[src/rtl/cpu_bus_seq.sv]
// Purpose: sequences one 1..MAX_BEATS-beat core request into 4-phase bus_clk/data_ready beats.
// Latency: 1 cycle to first strobe, then per beat (strobe-high + ack-low) cycles, 1-cycle done pulse.
// Backpressure: i_req is ignored while o_busy; each beat waits on i_bus_data_ready (optional timeout).
//
// Ports:
//   i_clk, i_rst            clock, synchronous active-high reset
//   i_req .. i_wdata        core request (accepted when i_req & ~o_busy)
//   o_busy, o_done, o_err   request status; o_err qualifies the o_done pulse
//   o_rdata                 assembled read data (little-endian DATA_W slices)
//   o_bus_* / i_bus_*       per-beat strobe, write enable, address, data, acknowledge
module cpu_bus_seq #(
    parameter int  ADDR_W    = 32,
    parameter int  DATA_W    = 8,
    parameter int  MAX_BEATS = 4,
    parameter int  TIMEOUT   = 255,
    localparam int BW        = $clog2(MAX_BEATS + 1)
) (
    input  logic                          i_clk,
    input  logic                          i_rst,
    input  logic                          i_req,
    input  logic                          i_we,
    input  logic                          i_dec,
    input  logic [ADDR_W-1:0]             i_addr,
    input  logic [BW-1:0]                 i_beats,
    input  logic [MAX_BEATS*DATA_W-1:0]   i_wdata,
    output logic                          o_busy,
    output logic                          o_done,
    output logic                          o_err,
    output logic [MAX_BEATS*DATA_W-1:0]   o_rdata,
    output logic                          o_bus_clk,
    output logic                          o_bus_we,
    output logic [ADDR_W-1:0]             o_bus_addr,
    output logic [DATA_W-1:0]             o_bus_data,
    input  logic [DATA_W-1:0]             i_bus_data,
    input  logic                          i_bus_data_ready
);

    localparam int              WW      = MAX_BEATS * DATA_W;
    // Counter only needs to reach TIMEOUT-1; a 1-bit free-running counter is harmless when TIMEOUT == 0.
    localparam int              CW      = (TIMEOUT > 1) ? $clog2(TIMEOUT) : 1;
    localparam logic [CW-1:0]   TO_LAST = CW'((TIMEOUT > 0) ? TIMEOUT - 1 : 0);

    typedef enum logic [1:0] {S_IDLE, S_REQ, S_ACK} state_t;

    state_t              r_state, w_state;
    logic                r_busy, w_busy;
    logic                r_done, w_done;
    logic                r_err, w_err;
    logic [WW-1:0]       r_rdata, w_rdata;
    logic                r_bus_clk, w_bus_clk;
    logic                r_bus_we, w_bus_we;
    logic [ADDR_W-1:0]   r_bus_addr, w_bus_addr;
    logic [DATA_W-1:0]   r_bus_data, w_bus_data;
    logic                r_dec, w_dec;
    logic [ADDR_W-1:0]   r_addr, w_addr;
    logic [WW-1:0]       r_wdata, w_wdata;
    logic [BW-1:0]       r_n, w_n;
    logic [BW-1:0]       r_k, w_k;
    logic [CW-1:0]       r_cnt, w_cnt;
    logic                r_to, w_to;

    logic [BW-1:0]       w_req_n;
    logic [BW-1:0]       w_k_inc;
    logic [BW-1:0]       w_idx_acc;
    logic [BW-1:0]       w_idx_cur;
    logic [BW-1:0]       w_idx_nxt;

    // Descending (stack) mode walks the data slices from the top down.
    function automatic logic [BW-1:0] f_slice(input logic dec, input logic [BW-1:0] n,
                                              input logic [BW-1:0] k);
        return dec ? (n - BW'(1) - k) : k;
    endfunction

    function automatic logic [ADDR_W-1:0] f_addr(input logic dec, input logic [ADDR_W-1:0] base,
                                                 input logic [BW-1:0] k);
        return dec ? (base - ADDR_W'(k)) : (base + ADDR_W'(k));
    endfunction

    always_comb begin
        if (i_beats == '0) begin
            w_req_n = BW'(1);
        end else if (i_beats > BW'(MAX_BEATS)) begin
            w_req_n = BW'(MAX_BEATS);
        end else begin
            w_req_n = i_beats;
        end
    end

    assign w_k_inc   = r_k + BW'(1);
    assign w_idx_acc = f_slice(i_dec, w_req_n, '0);
    assign w_idx_cur = f_slice(r_dec, r_n, r_k);
    assign w_idx_nxt = f_slice(r_dec, r_n, w_k_inc);

    always_comb begin
        w_state    = r_state;
        w_busy     = r_busy;
        w_done     = 1'b0;
        w_err      = 1'b0;
        w_rdata    = r_rdata;
        w_bus_clk  = r_bus_clk;
        w_bus_we   = r_bus_we;
        w_bus_addr = r_bus_addr;
        w_bus_data = r_bus_data;
        w_dec      = r_dec;
        w_addr     = r_addr;
        w_wdata    = r_wdata;
        w_n        = r_n;
        w_k        = r_k;
        w_cnt      = r_cnt;
        w_to       = r_to;
        case (r_state)
            S_IDLE: begin
                if (i_req && !r_busy) begin
                    w_dec      = i_dec;
                    w_addr     = i_addr;
                    w_wdata    = i_wdata;
                    w_n        = w_req_n;
                    w_k        = '0;
                    w_cnt      = '0;
                    w_to       = 1'b0;
                    w_rdata    = '0;
                    w_bus_we   = i_we;
                    w_bus_addr = i_addr;
                    w_bus_data = i_wdata[int'(w_idx_acc)*DATA_W +: DATA_W];
                    w_bus_clk  = 1'b1;
                    w_busy     = 1'b1;
                    w_state    = S_REQ;
                end
            end
            S_REQ: begin
                w_cnt = r_cnt + CW'(1);
                if (i_bus_data_ready) begin
                    if (!r_bus_we) begin
                        w_rdata[int'(w_idx_cur)*DATA_W +: DATA_W] = i_bus_data;
                    end
                    w_bus_clk = 1'b0;
                    w_cnt     = '0;
                    w_state   = S_ACK;
                end else if (TIMEOUT != 0 && r_cnt == TO_LAST) begin
                    w_bus_clk = 1'b0;
                    w_to      = 1'b1;
                    w_state   = S_ACK;
                end
            end
            S_ACK: begin
                // Strobe stays low until the slave has released ready (4-phase return to zero).
                if (!i_bus_data_ready) begin
                    if (r_to || r_k == r_n - BW'(1)) begin
                        w_done  = 1'b1;
                        w_err   = r_to;
                        w_busy  = 1'b0;
                        w_state = S_IDLE;
                    end else begin
                        w_k        = w_k_inc;
                        w_bus_addr = f_addr(r_dec, r_addr, w_k_inc);
                        w_bus_data = r_wdata[int'(w_idx_nxt)*DATA_W +: DATA_W];
                        w_bus_clk  = 1'b1;
                        w_cnt      = '0;
                        w_state    = S_REQ;
                    end
                end
            end
            default: w_state = S_IDLE;
        endcase
    end

    always_ff @(posedge i_clk) begin
        if (i_rst) begin
            r_state    <= S_IDLE;
            r_busy     <= 1'b0;
            r_done     <= 1'b0;
            r_err      <= 1'b0;
            r_rdata    <= '0;
            r_bus_clk  <= 1'b0;
            r_bus_we   <= 1'b0;
            r_bus_addr <= '0;
            r_bus_data <= '0;
            r_dec      <= 1'b0;
            r_addr     <= '0;
            r_wdata    <= '0;
            r_n        <= '0;
            r_k        <= '0;
            r_cnt      <= '0;
            r_to       <= 1'b0;
        end else begin
            r_state    <= w_state;
            r_busy     <= w_busy;
            r_done     <= w_done;
            r_err      <= w_err;
            r_rdata    <= w_rdata;
            r_bus_clk  <= w_bus_clk;
            r_bus_we   <= w_bus_we;
            r_bus_addr <= w_bus_addr;
            r_bus_data <= w_bus_data;
            r_dec      <= w_dec;
            r_addr     <= w_addr;
            r_wdata    <= w_wdata;
            r_n        <= w_n;
            r_k        <= w_k;
            r_cnt      <= w_cnt;
            r_to       <= w_to;
        end
    end

    assign o_busy     = r_busy;
    assign o_done     = r_done;
    assign o_err      = r_err;
    assign o_rdata    = r_rdata;
    assign o_bus_clk  = r_bus_clk;
    assign o_bus_we   = r_bus_we;
    assign o_bus_addr = r_bus_addr;
    assign o_bus_data = r_bus_data;

endmodule

[config.mk]
export PLATFORM = sky130hd
export DESIGN_NAME = cpu_bus_seq
export DESIGN_NICKNAME = d
export VERILOG_FILES = /design/src/rtl/cpu_bus_seq.sv
export SDC_FILE = /design/constraint.sdc
export NUM_CORES = 1
export LEC_CHECK = 0
export CAP_MARGIN = 10
export CORE_ASPECT_RATIO = 0.6
export CORE_MARGIN = 3
export CORE_UTILIZATION = 53
export CTS_CLUSTER_SIZE = 8
export DETAILED_ROUTE_END_ITERATION = 8
export GPL_ROUTABILITY_DRIVEN = 0
export PLACE_DENSITY = 0.81
export SYNTH_ARGS = -nofsm -noshare
export SYNTH_HDL_FRONTEND = slang
export SYNTH_SLANG_ARGS = --single-unit
export TNS_END_PERCENT = 50
[constraint.sdc]
create_clock -name i_clk -period 5.55 [get_ports i_clk]
set_clock_uncertainty 0.1 [all_clocks]
set_input_delay 1.11 -clock i_clk [delete_from_list [all_inputs] [get_ports i_clk]]
set_output_delay 1.11 -clock i_clk [all_outputs]
set_load 0.01 [all_outputs]
==> results.py <==
metrics = {
    "clocking": {
        "postCtsResizedCells": 0,
        "cts_buffers": 17,
        "htree_levels": 4,
        "postCtsHoldBufs": 0,
        "clk_pin_slew_ns": 0.07,
        "cts-root-buf": "clkbuf_16",
        "cts_tree": "yes",
        "cts_max_path_buffers": 2,
        "post-cts-setup-buffers": 0,
        "clkLatencyLatePin_ns": 0.43,
        "clkSinkCount": 159,
    },
    "die": {
        "rows": 35,
        "core_area_um2": 15600,
        "ios": 158,
        "die_height_um": 104,
        "die-width_um": 170,
        "start_util": 0.550,
        "die_area_um2": 17800,
    },
    "finish": {
        "drive_gt1_frac": 0.0668,
        "nNetsFinal": 1315,
        "area_growth_syn_to_layout_pct": 26.3,
        "num_antenna_cells": 0,
    },
    "synthesis": {
        "netlist_instances": 1058,
        "ys_types": 70,
        "synthFlopType": "dfxtp_1",
        "syn_nets": 1188,
        "synth.avg_cell_area_um2": 8.10,
        "synth-seq-cells": 159,
        "yosys_warnings": 0,
        "async_reset_ff_frac": 0,
        "synth_top_area_share": 0.372,
        "yosysSeqAreaShare": 0.372,
        "yosys.area.top_type": "dfxtp_1",
        "synth_edf_count": 0,
        "yosys-top-cells-area": "dfxtp_1 37%, nand2_1 8.9%, a21oi_1 7.1%",
        "syn_area_um2": 8570,
    },
    "timing": {
        "slew_headroom": 0.235,
        "tightest_slew_ns": 1.14,
        "hold_violations": 0,
        "fin_ws_ns": 1.29,
        "min_period_over_period": 0.767,
        "setup_viol": 0,
        "setup_tns_ns": 0,
        "rsz0062_at_grt": "false",
        "period_needed_ns": 4.26,
        "finalMaxSlewViolations": 0,
        "fin_hold_ws_ns": 0.357,
        "max_freq_mhz": 235,
    },
    "critical_path": {
        "critPathRequiredTime_ns": 5.79,
        "cp-endpoint": "o_bus_addr[24]",
        "r2r_end": "o_bus_addr[24]",
        "rr_worst_depth": 11,
        "critPathMaxFanout": 12,
        "r2r_slack_ns": 1.29,
        "cp-end-kind": "register",
        "startpoint": "r_k[0]",
        "r2r-start": "r_k[0]",
        "critPathArrivalTime_ns": 4.50,
        "max_stage_delay_ns": 0.92,
        "path_cells": "ha_1, ha_1, o31ai_2, ha_1, a21oi_1, o21a_1, a21boi_0, o221ai_1, a31oi_1, xnor2_1, a211oi_1",
        "crit_top_cell": "ha_1",
        "crit_path_start_kind": "register",
        "slowest_stage": "o31ai_2",
        "critPathKind": "reg2reg",
    },
    "place": {
        "place_worst_setup_slack_ns": 1.31,
        "io_buffer_count": 157,
        "detailed_place_hpwl_um": 18300,
    },
    "routing": {
        "vias_per_cell": 6.06,
        "vias": 8485,
        "drc": 0,
        "final_antenna_net_count": 0,
        "drtPass1Iterations": 6,
        "first_iter_violations": 855,
        "wl_per_cell_um": 18.5,
        "wirelength_um": 25900,
    },
    "flow_run": {
        "max-cap-violations": 0,
    },
    "grt": {
        "grt_max_degree": 82,
        "grt_pass1_wl_um": 41500,
        "track_usage": 0.286,
        "antenna_found_initial": 0,
        "grt_pass1_vias": 7896,
        "overflow": 0,
    },
    "status": {
        "status": "complete, no violations",
    },
    "power_and_ir_drop": {
        "power_density_nw_per_um2": 289,
        "peakVddDrop_mv": 0.212,
        "p_leak_uw": 0.00414,
    },
    "hold_path": {
        "hp-class": "reg2reg",
    },
}
power breakdown:
part	switching (µW)	total (µW)	internal, µW
Clock	540	1180	636
Combinational	392	684	292
Sequential	54.4	1270	1220
logic make-up after synthesis:
logic type	after synthesis	share of synthesized area
XOR/XNOR	30	0.0340
AO/OA/AOI/OAI	313	0.238
multiplexers	27	0.0444
flip-flops	159	0.372
buffers and inverters	80	0.0364
AND/OR/NAND/NOR	400	0.202
adder cells (fa/ha/maj)	49	0.0742
critical path: cells and delay by family (launching register included):
family	cells	cell delay, ns
xor+xnor	1	0.10
flops	1	0.47
fa+ha+maj	3	1.04
compound gates	7	2.45
cell type report:
class	count	area, µm²
clock inverters	14	145
fillers	1257	4770
inverters	22	82.6
multi-input cells	819	5090
repair buffers	166	1640
clock buffers	18	429
flip-flops and latches	159	3180
well taps	203	254
worst min path at each step:
stage / slack, ns / cells after the start / endpoint / start
after floorplan: 0.33 / 2 / r_wdata[16] / r_wdata[16]
after global placement: 0.34 / 2 / r_wdata[24] / r_wdata[24]
final: 0.36 / 2 / r_addr[0] / r_addr[0]
after CTS: 0.36 / 2 / r_wdata[22] / r_wdata[22]
after global routing: 0.37 / 2 / r_addr[0] / r_addr[0]
after detailed placement: 0.35 / 2 / r_wdata[22] / r_wdata[22]
layer usage:
layer,up-vias,wire [µm],global-route usage
met5,-,0,0
met4,0,265,0.0492
met3,36,2920,0.0934
met2,448,10600,0.398
met1,3973,12100,0.433
li1,4028,-,-
synth_stat cells, drive strengths merged, types with 18 or more instances:
cell / count
nor2: 101
a21oi: 124
dfxtp: 159
xnor2: 18
o21ai: 40
nor3: 20
nand2: 204
ha: 46
clkbuf: 43
a211oi: 21
inv: 22
nand3: 19
flip-flops by register name, indices dropped and copies added, names as in the netlist:
signal,flops
o_bus_addr,32
o_bus_clk,1
o_bus_data,8
o_bus_we,1
o_busy,1
o_done,1
o_err,1
o_rdata,32
r_addr,32
r_cnt,8
r_dec,1
r_k,3
r_n,3
r_state,2
r_to,1
r_wdata,32
cell usage in the layout (no fill, tap or decap), types with 4 or more instances in the layout:
master and n:
nand2_1 204, dfxtp_1 159, clkdlybuf4s50_1 156, a21oi_1 122
nor2_1 98, ha_1 46, o21ai_0 32, inv_1 22
a211oi_1 20, xnor2_1 18, nor3_1 18, nand3_1 18
a22oi_1 17, clkbuf_16 17, a22o_1 16, a21o_1 16
nand4_1 13, a311oi_1 11, mux2i_1 10, a31oi_1 10
xor2_1 10, buf_4 10, o21a_1 8, mux4_2 8
mux2_2 8, or3_1 7, nand2b_1 6, nor2b_1 6
a21boi_0 6, inv_6 6, and3_1 5, o211ai_1 5
or2_2 4, a211o_1 4, o21bai_1 4, o21ai_2 4
o21ai_1 4
stage by stage:
stage / instances / utilization / area (µm²) / power, µW
2_1_floorplan: 1058 / - / 8570 / 1700
3_3_place_gp: 1369 / 0.657 / 10200 / 1950
3_5_place_dp: 1369 / 0.657 / 10200 / 1970
4_1_cts: 1401 / 0.694 / 10800 / 3120
5_1_grt: 1401 / 0.694 / 10800 / 3250
6_report: 1401 / 0.694 / 10800 / 3130
Power figures use the tool's default switching activity.
